<file path="src/rtl/uart_tx_pkg.sv">
// Shared definitions for the UART transmit path: frame-sequencer state
// encoding and line-mux select codes.
package uart_tx_pkg;

    typedef enum logic [2:0] {
        IDLE   = 3'd0,
        START  = 3'd1,
        DATA   = 3'd2,
        PARITY = 3'd3,
        STOP   = 3'd4
    } tx_state_e;

    localparam logic [1:0] MUX_IDLE  = 2'd0;
    localparam logic [1:0] MUX_START = 2'd1;
    localparam logic [1:0] MUX_DATA  = 2'd2;
    localparam logic [1:0] MUX_PAR   = 2'd3;

endpackage

</file>
<file path="src/rtl/uart_tx_controller_parity_calc.sv">
// Combinational parity generator: even parity when par_typ=0, odd when 1.
// Kept standalone so the receiver can reuse it for checking.
module parity_calc #(
    parameter int DATA_WIDTH = 8
) (
    input  logic [DATA_WIDTH-1:0] data_in,
    input  logic                  par_typ,
    output logic                  parity_bit
);

    // Seeding the XOR chain with par_typ turns even parity into odd parity.
    logic [DATA_WIDTH:0] chain;

    assign chain[0] = par_typ;

    genvar gi;
    generate
        for (gi = 0; gi < DATA_WIDTH; gi++) begin : g_xor
            assign chain[gi+1] = chain[gi] ^ data_in[gi];
        end
    endgenerate

    assign parity_bit = chain[DATA_WIDTH];

endmodule

</file>
<file path="src/rtl/uart_tx_controller.sv">
// UART transmit frame sequencer: one-entry holding register with valid/ready
// intake, then start / data / parity / stop sequencing at one bit per baud clock.
module uart_tx_controller
    import uart_tx_pkg::*;
#(
    parameter int DATA_WIDTH = 8,
    parameter int STOP_BITS  = 1,
    parameter int TIMEOUT    = DATA_WIDTH + 2
) (
    input  logic                  TxCtrl_CLK,
    input  logic                  TxCtrl_RST_ASYN,
    input  logic [DATA_WIDTH-1:0] TxCtrl_DataIn,
    input  logic                  TxCtrl_DataValid,
    output logic                  TxCtrl_DataReady,
    input  logic                  TxCtrl_ParEn,
    input  logic                  TxCtrl_ParTyp,
    output logic [DATA_WIDTH-1:0] TxCtrl_SerData,
    output logic                  TxCtrl_SerLoad,
    output logic                  TxCtrl_SerEn,
    input  logic                  TxCtrl_SerDone,
    output logic [1:0]            TxCtrl_MuxSel,
    output logic                  TxCtrl_ParityBit,
    output logic                  TxCtrl_Busy,
    output logic                  TxCtrl_FrameErr
);

    // One counter serves both the DATA timeout and the STOP-bit count.
    localparam int CNT_W = $clog2(TIMEOUT + 1);
    localparam logic [CNT_W-1:0] CNT_ONE   = CNT_W'(1);
    localparam logic [CNT_W-1:0] TO_LAST   = CNT_W'(TIMEOUT - 1);
    localparam logic [CNT_W-1:0] STOP_LAST = CNT_W'(STOP_BITS - 1);

    tx_state_e             state_q, state_d;
    logic [CNT_W-1:0]      cnt_q, cnt_d;
    logic                  hold_full_q, hold_full_d;
    logic [DATA_WIDTH-1:0] hold_data_q, hold_data_d;
    logic                  hold_paren_q, hold_paren_d;
    logic                  hold_par_q, hold_par_d;
    logic                  frame_paren_q, frame_paren_d;
    logic                  frame_par_q, frame_par_d;
    logic                  ready_q, ready_d;
    logic                  par_calc;
    logic                  accept;
    logic                  frame_err;

    parity_calc #(
        .DATA_WIDTH (DATA_WIDTH)
    ) u_parity (
        .data_in    (TxCtrl_DataIn),
        .par_typ    (TxCtrl_ParTyp),
        .parity_bit (par_calc)
    );

    assign accept = TxCtrl_DataValid && ready_q;

    always_comb begin
        state_d       = state_q;
        cnt_d         = cnt_q;
        hold_full_d   = hold_full_q;
        hold_data_d   = hold_data_q;
        hold_paren_d  = hold_paren_q;
        hold_par_d    = hold_par_q;
        frame_paren_d = frame_paren_q;
        frame_par_d   = frame_par_q;
        frame_err     = 1'b0;

        case (state_q)
            IDLE: begin
                if (hold_full_q) begin
                    state_d = START;
                end
            end
            START: begin
                hold_full_d   = 1'b0;
                frame_paren_d = hold_paren_q;
                frame_par_d   = hold_par_q;
                cnt_d         = '0;
                state_d       = DATA;
            end
            DATA: begin
                // Done takes priority over a coincident timeout.
                if (TxCtrl_SerDone) begin
                    cnt_d   = '0;
                    state_d = frame_paren_q ? PARITY : STOP;
                end else if (cnt_q == TO_LAST) begin
                    frame_err = 1'b1;
                    cnt_d     = '0;
                    state_d   = STOP;
                end else begin
                    cnt_d = cnt_q + CNT_ONE;
                end
            end
            PARITY: begin
                cnt_d   = '0;
                state_d = STOP;
            end
            STOP: begin
                if (cnt_q == STOP_LAST) begin
                    cnt_d   = '0;
                    state_d = hold_full_q ? START : IDLE;
                end else begin
                    cnt_d = cnt_q + CNT_ONE;
                end
            end
            default: begin
                cnt_d   = '0;
                state_d = IDLE;
            end
        endcase

        if (accept) begin
            hold_full_d  = 1'b1;
            hold_data_d  = TxCtrl_DataIn;
            hold_paren_d = TxCtrl_ParEn;
            hold_par_d   = par_calc;
        end

        ready_d = !hold_full_d;
    end

    always_ff @(posedge TxCtrl_CLK or negedge TxCtrl_RST_ASYN) begin
        if (!TxCtrl_RST_ASYN) begin
            state_q       <= IDLE;
            cnt_q         <= '0;
            hold_full_q   <= 1'b0;
            hold_data_q   <= '0;
            hold_paren_q  <= 1'b0;
            hold_par_q    <= 1'b0;
            frame_paren_q <= 1'b0;
            frame_par_q   <= 1'b0;
            ready_q       <= 1'b1;
        end else begin
            state_q       <= state_d;
            cnt_q         <= cnt_d;
            hold_full_q   <= hold_full_d;
            hold_data_q   <= hold_data_d;
            hold_paren_q  <= hold_paren_d;
            hold_par_q    <= hold_par_d;
            frame_paren_q <= frame_paren_d;
            frame_par_q   <= frame_par_d;
            ready_q       <= ready_d;
        end
    end

    always_comb begin
        TxCtrl_MuxSel  = MUX_IDLE;
        TxCtrl_SerLoad = 1'b0;
        TxCtrl_SerEn   = 1'b0;
        TxCtrl_SerData = '0;
        TxCtrl_Busy    = (state_q != IDLE);
        case (state_q)
            START: begin
                TxCtrl_MuxSel  = MUX_START;
                TxCtrl_SerLoad = 1'b1;
                TxCtrl_SerData = hold_data_q;
            end
            DATA: begin
                TxCtrl_MuxSel = MUX_DATA;
                TxCtrl_SerEn  = 1'b1;
            end
            PARITY: TxCtrl_MuxSel = MUX_PAR;
            default: TxCtrl_MuxSel = MUX_IDLE;
        endcase
    end

    assign TxCtrl_DataReady = ready_q;
    assign TxCtrl_ParityBit = frame_par_q;
    assign TxCtrl_FrameErr  = frame_err;

endmodule

</file>
<file path="config.mk">
export PLATFORM = sky130hd
export DESIGN_NAME = uart_tx_controller
export DESIGN_NICKNAME = d
export VERILOG_FILES = /design/src/rtl/uart_tx_pkg.sv /design/src/rtl/uart_tx_controller_parity_calc.sv /design/src/rtl/uart_tx_controller.sv
export SDC_FILE = /design/constraint.sdc
export NUM_CORES = 1
export LEC_CHECK = 0
export CORE_MARGIN = 3
export CORE_UTILIZATION = 48
export DETAILED_ROUTE_END_ITERATION = 10
export PLACE_DENSITY_LB_ADDON = 0.08
export SETUP_SLACK_MARGIN = 0.02
export SYNTH_ARGS = -nofsm -noshare
export SYNTH_HDL_FRONTEND = slang
export SYNTH_HIERARCHICAL = 1
export SYNTH_SLANG_ARGS = --single-unit
</file>
<file path="constraint.sdc">
create_clock -name TxCtrl_CLK -period 2.25 [get_ports TxCtrl_CLK]
set_clock_uncertainty 0.1 [all_clocks]
set_input_delay 0.45 -clock TxCtrl_CLK [delete_from_list [all_inputs] [get_ports TxCtrl_CLK]]
set_output_delay 0.45 -clock TxCtrl_CLK [all_outputs]
set_load 0.05 [all_outputs]
</file>
-- Word level (Yosys, flattened, before mapping)
Index checks and enable logic that the tools add are counted.
- $add $sub $neg: 1
- equality and inequality tests: 8
- multiplexer cells: 20
- bitwise gates (word level): 8
- reduce and logical (&&, ||, !) cells: 6
- operators by type and width (operator ; count):
    two-way mux 3 bit ; 5
    one-hot mux 3 bit (5 select lines) ; 1
    two-way mux 4 bit ; 3
    one-hot mux 4 bit (3 select lines) ; 1
    two-way mux 1 bit ; 8
    two-way mux 8 bit ; 1
    XOR 1 bit ; 8
    == test 3 x 2 -> 1 bit, second input constant ; 2
    one-hot mux 2 bit (3 select lines) ; 1
    adder 4 x 1 -> 4 bit, second input constant ; 1
    == test 4 bit, second input constant ; 1
    zero test 4 bit ; 1
    != test 2 bit, second input constant ; 2
    == test 3 x 1 -> 1 bit, second input constant ; 1
    == test 3 bit, second input constant ; 1
    zero test 3 bit ; 1
    != test 3 bit, second input constant ; 1
    AND reduction 3 bit ; 1
    nonzero test 3 bit ; 1
    logical AND 1 bit ; 1
    zero test 1 bit ; 1
- flip-flop bits (word level): 21
- input port bits: 14
- output and inout bits: 16
- word-level logic and storage cells: 52

-- Longest topological paths before layout
- word-level depth: 8
- gate-level depth with buffers: 6
- depth with buffers taken out: 6

-- By module
Netlist, hierarchy kept.
- by module, submodules not included (module ; times used ; cells an instance ; area an instance (um^2) ; seq. area each (um^2)):
    uart_tx_controller ; 1 ; 94 ; 1074.8 ; 526.8
    parity_calc ; 1 ; 7 ; 82.6 ; 0.0

-- Worst setup path before layout
No wires, ideal clock.
- path type: register -> output
- start point: register state_q[2]
- end point: output TxCtrl_SerEn
- arrival time: 1.857 ns
- slack: -0.157 ns
- stages on the path, launching flop included: 4
- cell sequence: dfrtp_1 buf_6 nor2b_1 and2_1
- cells in the longest elaborated chain, start to end: 2
- ends and longest elaborated chain (what ; line ; text):
    from (decl) ; uart_tx_controller.sv:33 ; tx_state_e state_q, state_d;
    from (signal assigned) ; uart_tx_controller.sv:133 ; state_q <= state_d;
    == test 3 x 2 -> 1 bit ; uart_tx_controller.sv:151 ; case (state_q)
    two-way mux 1 bit ; uart_tx_controller.sv:151 ;
    to (decl) ; uart_tx_controller.sv:19 ; output logic TxCtrl_SerEn,
Every way passes these cells.

-- Final worst setup path
- start point: input TxCtrl_SerDone
- end point: output TxCtrl_FrameErr
- cells in the longest elaborated chain, start to end: 2
- ends and longest elaborated chain (what ; line ; text):
    from (decl) ; uart_tx_controller.sv:20 ; input logic TxCtrl_SerDone,
    two-way mux 1 bit ; uart_tx_controller.sv:82 ; if (TxCtrl_SerDone) begin
    two-way mux 1 bit ; uart_tx_controller.sv:67 ; case (state_q)
    to (decl) ; uart_tx_controller.sv:24 ; output logic TxCtrl_FrameErr
Every way passes these cells.

==> impl_metrics.json <==
{
  "clock_latency_ps": 310,
  "grt_max_degree": 22,
  "ys_ff_latch": 21,
  "grt_pass1_vias": 780,
  "via_count": 838,
  "drive_above_1_share": 0.3433,
  "synth_compound_area_frac": 0.1005,
  "area_growth_pct": 41.51,
  "cts_sinks": 21,
  "clkTransAtPathRegs_ps": 120,
  "die_area_mm2": 0.003037,
  "io_buffer_count": 29,
  "track_usage": 0.1681,
  "crit_required_ps": 1700,
  "yosysWarnings": 6,
  "drc": 0,
  "setup_tns_ps": 0,
  "synth_area_mm2": 0.001157,
  "p_total_mw": 2.397,
  "ys_types": 36,
  "path_max_fanout": 4,
  "outcome": "completed",
  "p_int_mw": 1.324,
  "regArea_um2": 530.5,
  "clockBufferDepth": 2,
  "root_buffer": "clkbuf_4",
  "die_w_um": 55.11,
  "synth_fa_ha_area_frac": 0.03243,
  "power_frac_comb": 0.636,
  "drt-total-wl_mm": 2.217,
  "switching_share": 0.4474,
  "dp_hpwl_mm": 1.758,
  "fill_cells": 169,
  "tightest_slew_ps": 496.6,
  "powerDensity_mw_per_mm2": 1463,
  "coreArea_mm2": 0.002255,
  "antenna_found_initial": 0,
  "num_io_pins": 30,
  "wl_per_cell_um": 13.69,
  "postRouteAntennaNets": 0,
  "drt-vias-per-instance": 5.173,
  "cts-hold-fix-buffers": 0,
  "fp-row-count": 17,
  "syn_avg_cell_area_um2": 11.46,
  "synthSimpleGateAreaFrac": 0.1600,
  "leakagePower_nw": 0.7157,
  "grt_pass1_wl_mm": 3.512,
  "crit_arrival_ps": 1620,
  "period_share": 0.9639,
  "gp_congestion": 0.8247,
  "synth_xor_xnor_area_share": 0.07135,
  "hold_viol": 0,
  "seqPwrFrac": 0.286,
  "dr.pass1.iters": 4,
  "hold_class": "input port to async pin",
  "drt_iter0_drc": 7,
  "start_kind": "input port",
  "initial_utilization": 0.5133,
  "slew_violations": 0,
  "synthCells": 101,
  "overflow": 0,
  "nets": 152,
  "dp.cells": 156,
  "synth_top_family_by_area": "simple AND/OR/NAND/NOR gates",
  "multi_input_area_um2": 574.3,
  "setup_violations": 0,
  "antenna_cells": 0,
  "die_h_um": 55.11,
  "critPathKind": "input port to primary output",
  "numCtsBuffers": 3,
  "timing.fmax_mhz": 461.1,
  "tritoncts": "built",
  "final_common_cell": "dfrtp_1",
  "drv_cap": 0,
  "p_sw_mw": 1.072,
  "muxShareOfSynthArea": 0.1254,
  "worstSetupEndpointType": "primary output",
  "rsz0062_at_grt": "no",
  "slew_headroom": 0.6684,
  "mostFrequentLayoutCells": "17 x dfrtp_1, 14 x clkdlybuf4s50_1, 12 x mux2_2, 12 x buf_12, 9 x and2_1",
  "clkPwrFrac": 0.077,
  "synth_nets": 118,
  "post-route-min-period_ps": 2169,
  "cts.htree.levels": 1,
  "layoutNonFillerInstCount": 162,
  "synth-seq-area-share": 0.4551,
  "vdd_drop_max_v": 0.0009658
}
[worst max-delay path, cell delays in order]
cell and delay (ps):
clkdlybuf4s50_1 490, nor4b_4 250, nor2b_1 260, buf_12 170
[per-layer routing]
metal	GRT usage	part of all wire	vias to the layer above
met5	0	0	-
met4	0.07287	0.016	0
met3	0.02413	0.048	2
met2	0.2736	0.51	18
met1	0.2222	0.42	405
li1	-	-	413
[synth_stat cells]
master     count  area share
dfstp_2        1       0.023
xor2_1         1      0.0076
buf_6          2       0.019
nor3_2         1      0.0086
nor2b_1        2       0.011
a21oi_1        3       0.013
and2_1         9       0.049
inv_1          7       0.023
mux2_2        12        0.12
a21boi_2       1      0.0097
nor4b_4        1       0.021
xnor2_2        1       0.014
xnor3_1        1       0.019
o21ai_0        2      0.0086
xnor2_1        4       0.030
buf_2          3       0.013
ha_1           3       0.032
mux2i_1        1      0.0086
nand2b_1       2       0.011
a22oi_1        1      0.0065
or3b_1         1      0.0076
nor2_1         4       0.013
a221oi_2       1       0.013
o21a_1         1      0.0065
o2111ai_1      1      0.0076
dfrtp_1       20        0.43
a31oi_1        1      0.0054
nand2_1        5       0.016
nand3_1        1      0.0043
o22ai_1        1      0.0054
nor3_1         1      0.0043
nand3_2        1      0.0086
o211ai_1       2       0.013
nand3b_1       1      0.0065
o21ai_1        1      0.0043
o31a_1         1      0.0076
[through the flow]
step	worst slack, ps	hold slack, ps	cell area, um2	util
2_1_floorplan	121.5	54.41	1160	-
3_3_place_gp	114.8	378.5	1585	0.7031
3_5_place_dp	84.48	384.7	1585	0.7031
4_1_cts	30.55	369.4	1613	0.7153
5_1_grt	19.78	371.9	1638	0.7264
6_report	81.26	364.6	1638	0.7264
[kinds of logic after synthesis]
| family | Yosys count |
|---|---|
| AND/OR/NAND/NOR | 29 |
| flip-flops | 21 |
| AO/OA/AOI/OAI | 16 |
| multiplexers | 13 |
| buffers and inverters | 12 |
| XOR/XNOR | 7 |
| adder cells (fa/ha/maj) | 3 |
[area by class of cell]
| class | count | area share |
|---|---|---|
| timing repair buffer | 34 | 0.2720 |
| tap | 28 | 0.02139 |
| inverter | 7 | 0.01604 |
| sequential | 21 | 0.3239 |
| multi-input combinational | 68 | 0.3506 |
| clock buffer | 4 | 0.01604 |
[state kept, by name, indices dropped and copies added (netlist names)]
signal            cells
hold_data_q           8
hold_full_q           1
cnt_q                 4
state_q               3
frame_paren_q         1
TxCtrl_ParityBit      1
hold_par_q            1
TxCtrl_DataReady      1
hold_paren_q          1
[power by group through the flow]
stage | clock network (mW) | registers (mW) | logic (mW)
detailed placement | 0 | 0.708 | 1.49
global route | 0.208 | 0.721 | 1.63
CTS | 0.191 | 0.702 | 1.49
finish | 0.185 | 0.686 | 1.53
global placement | 0 | 0.693 | 1.46
floorplan | 0 | 0.688 | 0.930
[worst paths after layout]
kind | cells after the start | slack (ps) | end | startpoint
worst min-delay path | 2 | 360 | hold_data_q[1]$_DFFE_PN0P_ | TxCtrl_RST_ASYN
max in group asynchronous | 2 | 1410 | TxCtrl_DataReady$_DFF_PN1_ | TxCtrl_RST_ASYN
worst min register to register | 1 | 410 | hold_data_q[7]$_DFFE_PN0P_ | hold_data_q[7]$_DFFE_PN0P_
worst max register to register | 6 | 460 | cnt_q[3]$_DFFE_PN0P_ | cnt_q[0]$_DFFE_PN0P_
worst max-delay path | 4 | 80 | TxCtrl_FrameErr | TxCtrl_SerDone
min in group TxCtrl_CLK | 1 | 410 | hold_data_q[7]$_DFFE_PN0P_ | hold_data_q[7]$_DFFE_PN0P_
[repair_timing]
| action | in CTS | in global routing |
|---|---|---|
| buffers inserted | 0 | 2 |
| resized for setup | 1 | 4 |
| endpoints found under the setup margin | 8 | 11 |
(Power assumes the default switching activity.)
